===== src/rtl/climate_pkg.sv =====
// Shared types and constants for the climate alarm controller.
// Contents: FSM state enum with its 2-bit codes, default thresholds, temperature width.
package climate_pkg;

  localparam int unsigned TempWidth = 5;

  localparam int unsigned DefTickDiv = 50000;
  localparam int unsigned DefQualN   = 3;
  localparam int unsigned DefTWarn   = 26;
  localparam int unsigned DefTAlarm  = 29;
  localparam int unsigned DefHyst    = 2;

  // Enumerator values double as the status[1:0] state code.
  typedef enum logic [1:0] {
    StInit   = 2'd0,
    StNormal = 2'd1,
    StWarn   = 2'd2,
    StAlarm  = 2'd3
  } state_e;

endpackage


===== src/rtl/climate_alarm_ctrl_sample_qualifier.sv =====
// sample_qualifier: accepts a new value only after QUAL_N consecutive equal samples.
// Ports:
//   clk_i, clr_i   clock, synchronous active-high clear
//   tick_i         sample strobe; the qualifier only moves on tick cycles
//   sample_i       raw sample
//   qual_o         qualified (registered) value
//   upd_o          one-cycle pulse in the cycle after qual_o was (re)loaded
module sample_qualifier #(
  parameter int unsigned WIDTH  = 5,
  parameter int unsigned QUAL_N = 3
) (
  input  logic             clk_i,
  input  logic             clr_i,
  input  logic             tick_i,
  input  logic [WIDTH-1:0] sample_i,
  output logic [WIDTH-1:0] qual_o,
  output logic             upd_o
);

  localparam int unsigned CntW = (QUAL_N > 2) ? $clog2(QUAL_N) : 1;
  localparam logic [CntW-1:0] CntMax = CntW'(QUAL_N - 1);
  localparam logic [CntW-1:0] CntArm = CntW'(QUAL_N - 2);

  logic [WIDTH-1:0] last_q, last_d;
  logic [WIDTH-1:0] qual_q, qual_d;
  logic [CntW-1:0]  cnt_q, cnt_d;
  logic             upd_q, upd_d;

  always_comb begin
    last_d = last_q;
    qual_d = qual_q;
    cnt_d  = cnt_q;
    upd_d  = 1'b0;
    if (tick_i) begin
      if (sample_i == last_q) begin
        if (cnt_q != CntMax) begin
          cnt_d = cnt_q + CntW'(1);
        end
        // Load only on the tick that completes the run; a saturated run stays quiet.
        if (cnt_q == CntArm) begin
          qual_d = sample_i;
          upd_d  = 1'b1;
        end
      end else begin
        last_d = sample_i;
        cnt_d  = '0;
      end
    end
  end

  always_ff @(posedge clk_i) begin
    if (clr_i) begin
      last_q <= '0;
      qual_q <= '0;
      cnt_q  <= '0;
      upd_q  <= 1'b0;
    end else begin
      last_q <= last_d;
      qual_q <= qual_d;
      cnt_q  <= cnt_d;
      upd_q  <= upd_d;
    end
  end

  assign qual_o = qual_q;
  assign upd_o  = upd_q;

endmodule


===== src/rtl/climate_alarm_ctrl.sv =====
// climate_alarm_ctrl: sample-tick prescaler, temperature/humidity qualification and the
// NORMAL/WARN/ALARM hysteretic state machine with a latched, acknowledged alarm.
// Ports:
//   clock, clr     clock, synchronous active-high reset
//   temp_in        raw 5-bit temperature code
//   hum_in         raw humidity-high flag
//   ack            alarm acknowledge (level, sampled every clock)
//   sample_tick    one-cycle pulse per sample period
//   temp_q, hum_q  qualified temperature and humidity
//   warning, alarm state == WARN / state == ALARM
//   status         {hum_q, 1'b0, state code}
// Build option: define ALARM_AUTOCLR_EN to let ALARM clear to WARN on a cool update
// without an acknowledge.
module climate_alarm_ctrl
  import climate_pkg::*;
#(
  parameter int unsigned TICK_DIV = DefTickDiv,
  parameter int unsigned QUAL_N   = DefQualN,
  parameter int unsigned T_WARN   = DefTWarn,
  parameter int unsigned T_ALARM  = DefTAlarm,
  parameter int unsigned HYST     = DefHyst
) (
  input  logic                 clock,
  input  logic                 clr,
  input  logic [TempWidth-1:0] temp_in,
  input  logic                 hum_in,
  input  logic                 ack,
  output logic                 sample_tick,
  output logic [TempWidth-1:0] temp_q,
  output logic                 hum_q,
  output logic                 warning,
  output logic                 alarm,
  output logic [3:0]           status
);

  localparam int unsigned PrescW = (TICK_DIV > 2) ? $clog2(TICK_DIV) : 1;
  localparam logic [PrescW-1:0] PrescMax = PrescW'(TICK_DIV - 1);

  localparam logic [5:0] TWarnHi  = 6'(T_WARN);
  localparam logic [5:0] TAlarmHi = 6'(T_ALARM);
  localparam logic [5:0] TWarnLo  = 6'(T_WARN - HYST);
  localparam logic [5:0] TAlarmLo = 6'(T_ALARM - HYST);

  logic [PrescW-1:0] presc_q, presc_d;
  logic              tick_q;
  state_e            state_q, state_d;
  logic              warning_q, alarm_q;
  logic [3:0]        status_q;

  logic temp_upd, hum_upd, upd;
  logic [5:0] temp_ext;

  // Prescaler; the tick flop is loaded from the next count so it is high while count == max.
  always_comb begin
    presc_d = (presc_q == PrescMax) ? '0 : presc_q + PrescW'(1);
  end

  sample_qualifier #(
    .WIDTH  (TempWidth),
    .QUAL_N (QUAL_N)
  ) u_temp_qual (
    .clk_i    (clock),
    .clr_i    (clr),
    .tick_i   (tick_q),
    .sample_i (temp_in),
    .qual_o   (temp_q),
    .upd_o    (temp_upd)
  );

  sample_qualifier #(
    .WIDTH  (1),
    .QUAL_N (QUAL_N)
  ) u_hum_qual (
    .clk_i    (clock),
    .clr_i    (clr),
    .tick_i   (tick_q),
    .sample_i (hum_in),
    .qual_o   (hum_q),
    .upd_o    (hum_upd)
  );

  assign upd      = temp_upd | hum_upd;
  assign temp_ext = {1'b0, temp_q};

  always_comb begin
    state_d = state_q;
    case (state_q)
      StInit, StNormal: begin
        if (upd) begin
          if (temp_ext >= TAlarmHi) begin
            state_d = StAlarm;
          end else if (temp_ext >= TWarnHi || hum_q) begin
            state_d = StWarn;
          end else begin
            state_d = StNormal;
          end
        end
      end
      StWarn: begin
        if (upd) begin
          if (temp_ext >= TAlarmHi) begin
            state_d = StAlarm;
          end else if (temp_ext < TWarnLo && !hum_q) begin
            state_d = StNormal;
          end
        end
      end
      StAlarm: begin
        // temp_q is the registered value, so an ack coinciding with a tick edge
        // is judged against the pre-update temperature.
`ifdef ALARM_AUTOCLR_EN
        if ((ack || upd) && temp_ext < TAlarmLo) begin
          state_d = StWarn;
        end
`else
        if (ack && temp_ext < TAlarmLo) begin
          state_d = StWarn;
        end
`endif
      end
      default: state_d = StInit;
    endcase
  end

  always_ff @(posedge clock) begin
    if (clr) begin
      presc_q   <= '0;
      tick_q    <= 1'b0;
      state_q   <= StInit;
      warning_q <= 1'b0;
      alarm_q   <= 1'b0;
      status_q  <= '0;
    end else begin
      presc_q   <= presc_d;
      tick_q    <= (presc_d == PrescMax);
      state_q   <= state_d;
      warning_q <= (state_d == StWarn);
      alarm_q   <= (state_d == StAlarm);
      status_q  <= {hum_q, 1'b0, state_d};
    end
  end

  assign sample_tick = tick_q;
  assign warning     = warning_q;
  assign alarm       = alarm_q;
  assign status      = status_q;

endmodule


===== config.mk =====
export PLATFORM = sky130hd
export DESIGN_NAME = climate_alarm_ctrl
export DESIGN_NICKNAME = d
export VERILOG_FILES = /design/src/rtl/climate_pkg.sv /design/src/rtl/climate_alarm_ctrl_sample_qualifier.sv /design/src/rtl/climate_alarm_ctrl.sv
export SDC_FILE = /design/constraint.sdc
export NUM_CORES = 1
export LEC_CHECK = 0
export CAP_MARGIN = 20
export CORE_UTILIZATION = 45
export DETAILED_ROUTE_END_ITERATION = 16
export HOLD_SLACK_MARGIN = 0.06
export PLACE_DENSITY = 0.66
export SLEW_MARGIN = 30
export SYNTH_ARGS = -nofsm -noshare
export SYNTH_HDL_FRONTEND = slang
export SYNTH_SLANG_ARGS = --single-unit

===== constraint.sdc =====
create_clock -name clock -period 5.17 [get_ports clock]
set_clock_uncertainty 0.2 [all_clocks]
set_input_delay 1.034 -clock clock [delete_from_list [all_inputs] [get_ports clock]]
set_output_delay 1.034 -clock clock [all_outputs]
set_load 0.05 [all_outputs]

# --- Word level (Yosys, flattened, before mapping) ---
# Cells that the tools add are included.
op_classes:
  n_addsub: 3
  n_mul: 0
  n_div: 0
  n_lt_le_gt_ge: 4
  eq_ne: 15
  shifts: 0
  mux: 15
  n_bitwise: 4
  n_reduce_logical: 14
ops:
  columns: ["operator", "count"]
  rows:
  - ["== test 16 bit (second input constant)", 2]
  - ["two-way mux 2 bit", 11]
  - ["adder 16 x 1 -> 16 bit (second input constant)", 1]
  - ["two-way mux 16 bit", 1]
  - [">= comparator 5 bit (second input constant)", 2]
  - ["< comparator 5 bit (second input constant)", 2]
  - ["== test 2 bit (second input constant)", 4]
  - ["!= test 2 bit (second input constant)", 4]
  - ["AND reduction 2 bit", 4]
  - ["== test 2 x 1 -> 1 bit (second input constant)", 3]
  - ["case mux 2 bit (3 select lines)", 1]
  - ["AND reduction 3 bit", 2]
  - ["OR reduction 3 bit", 2]
  - ["== test 5 bit", 1]
  - ["adder 2 x 1 -> 2 bit (second input constant)", 2]
  - ["NOT 1 bit", 3]
  - ["logical AND 1 bit", 2]
  - ["logical NOT 2 bit", 1]
  - ["two-way mux 1 bit", 2]
  - ["OR reduction 2 bit", 1]
  - ["== test 1 bit", 1]
  - ["logical NOT 1 bit", 1]
  - ["logical OR 1 bit", 1]
  - ["bitwise OR 1 bit", 1]
totals:
  reg_bits: 43
  latch_bits: 0
  ramBits: 0
  romBits: 0
  inputBits: 9
  output_inout_bits: 13
  n_memories: 0

# --- Longest topological paths before layout ---
# Gate-level depths: netlist (run 1).
depth:
  word_depth: 7
  mapped_depth: 6
  depth_no_buf: 6

# --- Hierarchy ---
# Synthesis (run 1) repeated with hierarchy kept, for this count alone.
hier_totals:
  hier_cells: 228
  area_unflattened_um2: 2020.7
by_module_without_submodules:
  columns: ["module", "instances", "cells_each", "area_each_um2"]
  rows:
  - ["climate_alarm_ctrl", 1, 133, 1138.6]
  - ["sample_qualifier (u_temp_qual)", 1, 68, 635.6]
  - ["sample_qualifier (u_hum_qual)", 1, 27, 246.5]

# --- Least setup slack after synthesis (run 1) ---
# Ideal clock, no wire load.
synth_path:
  path_kind: "in2reg"
  start: "input port temp_in[3]"
  end: "register u_temp_qual.qual_q[1] (netlist: u_temp_qual.qual_o[1])"
  setup_time_ns: 0.128
  arrival_ns: 1.965
  required_time_ns: 4.842
  slack_ns: 2.877
  cell_stages: 5
  cell_sequence: "xnor2_1 > nand3_1 > nor3_2 > mux2i_1 > nor2_1"
synth_between:
  elab_chain_cells: 2
synth_lines:
  columns: ["item", "line", "rtl"]
  rows:
  - ["start: declaration", "climate_alarm_ctrl.sv:25", "input logic [TempWidth-1:0] temp_in,"]
  - ["== test 5 bit", "climate_alarm_ctrl_sample_qualifier.sv:35", "if (sample_i == last_q) begin"]
  - ["AND reduction 3 bit (no line)", null, null]
  - ["end signal: assignment", "climate_alarm_ctrl_sample_qualifier.sv:59", "qual_q <= qual_d;"]
  - ["end: declaration", "climate_alarm_ctrl_sample_qualifier.sv:25", "logic [WIDTH-1:0] qual_q, qual_d;"]
# Every way passes these cells.
# A chain may end at the register's enable or synchronous reset.

# --- Worst setup path in the final report (run 1) ---
layout_path:
  start: "register tick_q (netlist: sample_tick)"
  end: "output port sample_tick"
layout_lines:
  columns: ["item", "line", "rtl"]
  rows:
  - ["start: declaration", "climate_alarm_ctrl.sv:45", "logic tick_q;"]
  - ["start signal: assignment", "climate_alarm_ctrl.sv:135", "tick_q <= (presc_d == PrescMax);"]
  - ["end: declaration", "climate_alarm_ctrl.sv:28", "output logic sample_tick,"]
# No word-level cell between the ends.

==> reports/metrics.csv, run 1 <==
metric;value;unit
synthTopCellsByArea;dfxtp_1 (42%), nor2_1 (7.3%), mux2i_1 (6.9%);
end_kind;output port;
worst_setup_path_start_kind;register;
antenna_found_initial;0;
path_cells;clkdlybuf4s50_1;
syn-instance-count;211;
crit_buf_inv;1;
power_density;246;nW/um2
yosys.area.top_type;dfxtp_1;
syn_nets;225;
vias_per_cell;5.09;
routedWlPerCell;11.4;um
postCtsSetupBuffers;0;
period_minus_slack;3190;ps
path_max_fanout;16;
dpl_cell_area;2120;um2
ys_types;43;
layout_setup_ws;1980;ps
cts_resized;0;
period_share;61.6;%
synth_top_area_share;42.4;%
ant_nets;0;
outcome;completed;
numCtsBuffers;5;
fin_hold_ws;274;ps
cp_slowest_cell;clkdlybuf4s50_1;
die_h;66.8;um
coreArea;4030;um2
drt_iter0_drc;87;
synth_most_common_cell;dfxtp_1;
die_w;66.8;um
maxCapViolations;0;
drive_gt1_share;6.93;%
setup_viol;0;
max_freq;314;MHz
cts_tree;yes;
portBuffers;20;
cts_hold_buf;0;
fin_nets;244;
synth_top_flop_cell;dfxtp_1;
nFillCells;369;
cts_max_level;2;
area_delta_synth_final;16.9;%
first_pass_iters;4;
design_area;2210;um2
hp-class;register to register;
fp-row-count;23;
dp_hpwl;2.29;mm
synth-seq-cells;40;
track_usage;15.7;%
p_leak;0.726;nW
clockBufferDepth;2;
dieArea;4460;um2
multiInputGateArea;1020;um2
pre_cts_ws;2020;ps
ys_seq_area_share;42.4;%
grt_setup_unrepaired;false;
path_class;register to output port;
register_area;801;um2
cp_top_family;buffers and inverters;
ios;22;
netlist_top_cells_count;dfxtp_1 (40), nor2_1 (37), xnor2_1 (14);
grt_max_degree;25;
gp_congestion;0.780;
clk-insertion-delay-late;290;ps
synth_warnings;0;
grt.overflow.total;0;
avgSynthCellArea;8.96;um2
async_reset_ff_share;0;%
grt_pass1_vias;1207;
power;0.545;mW
synth_edf_count;0;
floorplan.initialDensity;46.9;%
cp.required;3940;ps
path_clk_slew;70;ps
tightest_slew;775;ps
clock_sinks;40;
slowest_delay;920;ps
syn_area;1890;um2
dr_total_vias;1431;
ir_worst_vdd;0.000148;V
grt_pass1_wl;5.21;mm
slew_violations;0;
wirelength;3.21;mm
critPathArrivalTime;1950;ps
ctsRootBufferMaster;clkbuf_8;
hold_viol_final;0;
finalSetupTns;0;ps
antenna_cells;0;
drc;0;
slew_headroom;47.9;%
==> area by class of cell <==
class	instances	area share, %
multi-input cells	154	46.1
flip-flops and latches	40	36.2
repair buffers	21	9.39
clock buffers	8	4.07
well taps	50	2.83
inverters	8	1.36
==> layout by cell type (no fill, tap or decap), types with 2 or more instances in the layout <==
cell type,count
mux2i_1,13
nor2_1,37
nand4_1,3
a21oi_1,6
nor3b_1,2
ha_1,5
xor2_1,8
nor4_1,3
nand2_1,13
nand3_4,2
a31oi_1,3
o21ai_0,5
inv_1,8
clkdlybuf4s50_1,20
nor2b_1,3
xnor2_1,14
nand3_1,7
clkbuf_1,2
dfxtp_1,40
clkbuf_8,6
nor3_1,9
==> cells by family after synthesis <==
group	Yosys count	share of synthesized area, %
AND/OR/NAND/NOR	92	26.5
flip-flops	40	42.4
XOR/XNOR	22	10.2
AO/OA/AOI/OAI	21	6.82
buffers and inverters	17	3.71
multiplexers	13	6.88
adder cells (fa/ha/maj)	5	3.31
other	1	0.198
==> per-layer routing <==
layer  share of wire [%]  up-vias  global-route usage [%]
met5                   0        -                       0
met4                 1.7        0                    7.98
met3                 4.1        5                    4.11
met2                  47       27                    25.1
met1                  47      643                    19.2
li1                    -      756                       -
==> power by group <==
part           total, mW  internal [mW]  switching (mW)
Sequential         0.312          0.310         0.00225
Clock              0.209          0.109           0.100
Combinational     0.0235         0.0105          0.0130
==> flip-flops by register name, summed over array words and instances, names as in the netlist <==
register / flops
u_hum_qual.qual_o: 1
u_temp_qual.qual_o: 5
presc_q: 16
sample_tick: 1
u_hum_qual.cnt_q: 2
u_hum_qual.upd_o: 1
u_temp_qual.cnt_q: 2
u_temp_qual.last_q: 5
warning: 1
status: 2
alarm: 1
u_hum_qual.last_q: 1
u_temp_qual.upd_o: 1
state_q: 1
==> final timing paths <==
kind | slack [ps] | depth (start not counted) | to | start
max | 1980 | 1 | sample_tick | sample_tick
min | 270 | 1 | presc_q[0] | presc_q[0]
max reg2reg | 2810 | 5 | sample_tick | presc_q[0]
min reg2reg | 270 | 1 | presc_q[0] | presc_q[0]
==> through the flow <==
stage                     instances  util [%]
after CTS                       281      54.9
final                           281      54.9
after detailed placement        273      52.6
after global routing            281      54.9
after global placement          273      52.6
after floorplan                 211         -
Note: power is estimated with default switching activity, not from simulation.
==> run 2, diff against run 1 <==
- clock period: 5.17 -> 3.2 ns (I/O delays scaled with it)
==> reports/metrics.csv, run 2 (same netlist as run 1, synthesis figures left out) <==
metric;value;unit;change
outcome;completed;;
final_cell_mix;dfxtp_1 (40), nor2_1 (37), clkdlybuf4s50_1 (20);;
grt.overflow.total;0;;unchanged
fin_nets;245;;+0.41%
maxCapViolations;0;;unchanged
ctsRootBufferMaster;clkbuf_8;;
nFillCells;401;;+8.7%
ios;22;;unchanged
tightest_slew;644;ps;-131 ps
path_max_fanout;7;;-9
path_class;register to output port;;
crit_buf_inv;1;;unchanged
floorplan.initialDensity;46.9;%;unchanged
hold_viol_final;0;;unchanged
ant_nets;0;;unchanged
drc;0;;unchanged
reg2reg_slack;830;ps;-1980 ps
largest_register_ff_count;16;;unchanged
globalRoute.busiestLayer;met2;;
cp_top_family;buffers and inverters;;
cts_tree;yes;;
end_kind;output port;;
max_freq;415;MHz;
clockBufferDepth;2;;unchanged
die_w;66.8;um;unchanged
period_minus_slack;2410;ps;
numCtsBuffers;5;;unchanged
worst_setup_path_start_kind;register;;
hp-start;u_temp_qual.cnt_q[1];;
gp_congestion;0.740;;-5.2%
die_h;66.8;um;unchanged
largest_register;presc_q;;
dieArea;4460;um2;unchanged
fp-row-count;23;;unchanged
finalSetupTns;0;ps;unchanged
antenna_cells;0;;unchanged
grtUsageMet1;21.7;%;+2.5 points
path_clk_slew;80;ps;about the same
ir_worst_vdd;0.000315;V;+110%
clock_sinks;40;;unchanged
dpl_cell_area;2130;um2;+0.35%
first_pass_iters;4;;unchanged
grt_max_degree;24;;-4.0%
worstHoldPathCells;2;;+1
grt_pass1_vias;1166;;-3.4%
area_delta_synth_final;19.3;%;
design_area;2250;um2;+2.0%
vias_per_cell;5.11;;+0.34%
dp_hpwl;2.35;mm;+2.6%
cts_hold_buf;0;;unchanged
power_density;439;nW/um2;+78%
met3_usage;4.79;%;+0.68 points
cts_resized;0;;unchanged
reg2reg_from;presc_q[0];;
mostFrequentLayoutCell;dfxtp_1;;
worstRegToRegCells;5;;unchanged
cp.required;2360;ps;-1580 ps
postCtsSetupBuffers;0;;unchanged
clk-insertion-delay-late;290;ps;about the same
grt.met2_usage;23.0;%;-2.1 points
grt_setup_unrepaired;false;;
rr_endpoint;sample_tick;;
drt_iter0_drc;65;;-25%
layout_setup_ws;793;ps;-1190 ps
slew_headroom;56.7;%;+8.8 points
dr_total_vias;1441;;+0.70%
final_util;56.0;%;+1.1 points
holdPathEnd;u_temp_qual.cnt_q[1];;
antenna_found_initial;0;;unchanged
fin_hold_ws;286;ps;+11.4 ps
coreArea;4030;um2;unchanged
path_cells;clkdlybuf4s50_1;;
p_leak;0.750;nW;+3.4%
routedWlPerCell;11.7;um;+2.1%
period_share;75.2;%;
setup_viol;0;;unchanged
drive_gt1_share;8.19;%;+1.3 points
portBuffers;20;;unchanged
hp-class;register to register;;
pre_cts_ws;615;ps;-1410 ps
wirelength;3.29;mm;+2.5%
track_usage;16.2;%;+0.50 points
cp_slowest_cell;clkdlybuf4s50_1;;
grt_pass1_wl;5.28;mm;+1.3%
cts_max_level;2;;unchanged
slowest_delay;840;ps;-80 ps
slew_violations;0;;unchanged
critPathArrivalTime;1570;ps;-380 ps
==> run 2: worst max-delay path by stage <==
stage / startpoint / end / depth (start not counted)
floorplan: presc_q[0] / sample_tick / 5
global placement: temp_in[3] / u_temp_qual.qual_o[4] / 6
detailed placement: clr / sample_tick / 4
CTS: u_hum_qual.qual_o / hum_q / 1
global route: presc_q[0] / sample_tick / 5
finish: u_hum_qual.qual_o / hum_q / 1
==> run 2: through the flow <==
stage	power, mW	cells
finish	0.989	282
CTS	1.00	282
global placement	0.555	274
global route	1.03	282
floorplan	0.537	211
detailed placement	0.555	274
==> run 2: layer usage <==
layer  part of all wire [%]  wire length [um]
met5                      0                 0
met4                    2.1                70
met3                    4.3               142
met2                     44              1430
met1                     50              1640
==> run 2: power breakdown <==
group          internal (mW)  switching, mW  total [mW]
sequential             0.501        0.00360       0.504
clock                  0.275          0.171       0.446
combinational         0.0170         0.0219      0.0389
==> run 2: final cells by class <==
type | count | area (um2) | share of cell area (%)
multi-input combinational | 154 | 1020 | 45.2
sequential | 40 | 801 | 35.5
timing repair buffer | 22 | 215 | 9.54
clock buffer | 7 | 96.3 | 4.27
tap | 50 | 62.6 | 2.77
clock inverter | 1 | 30.0 | 1.33
inverter | 8 | 30.0 | 1.33
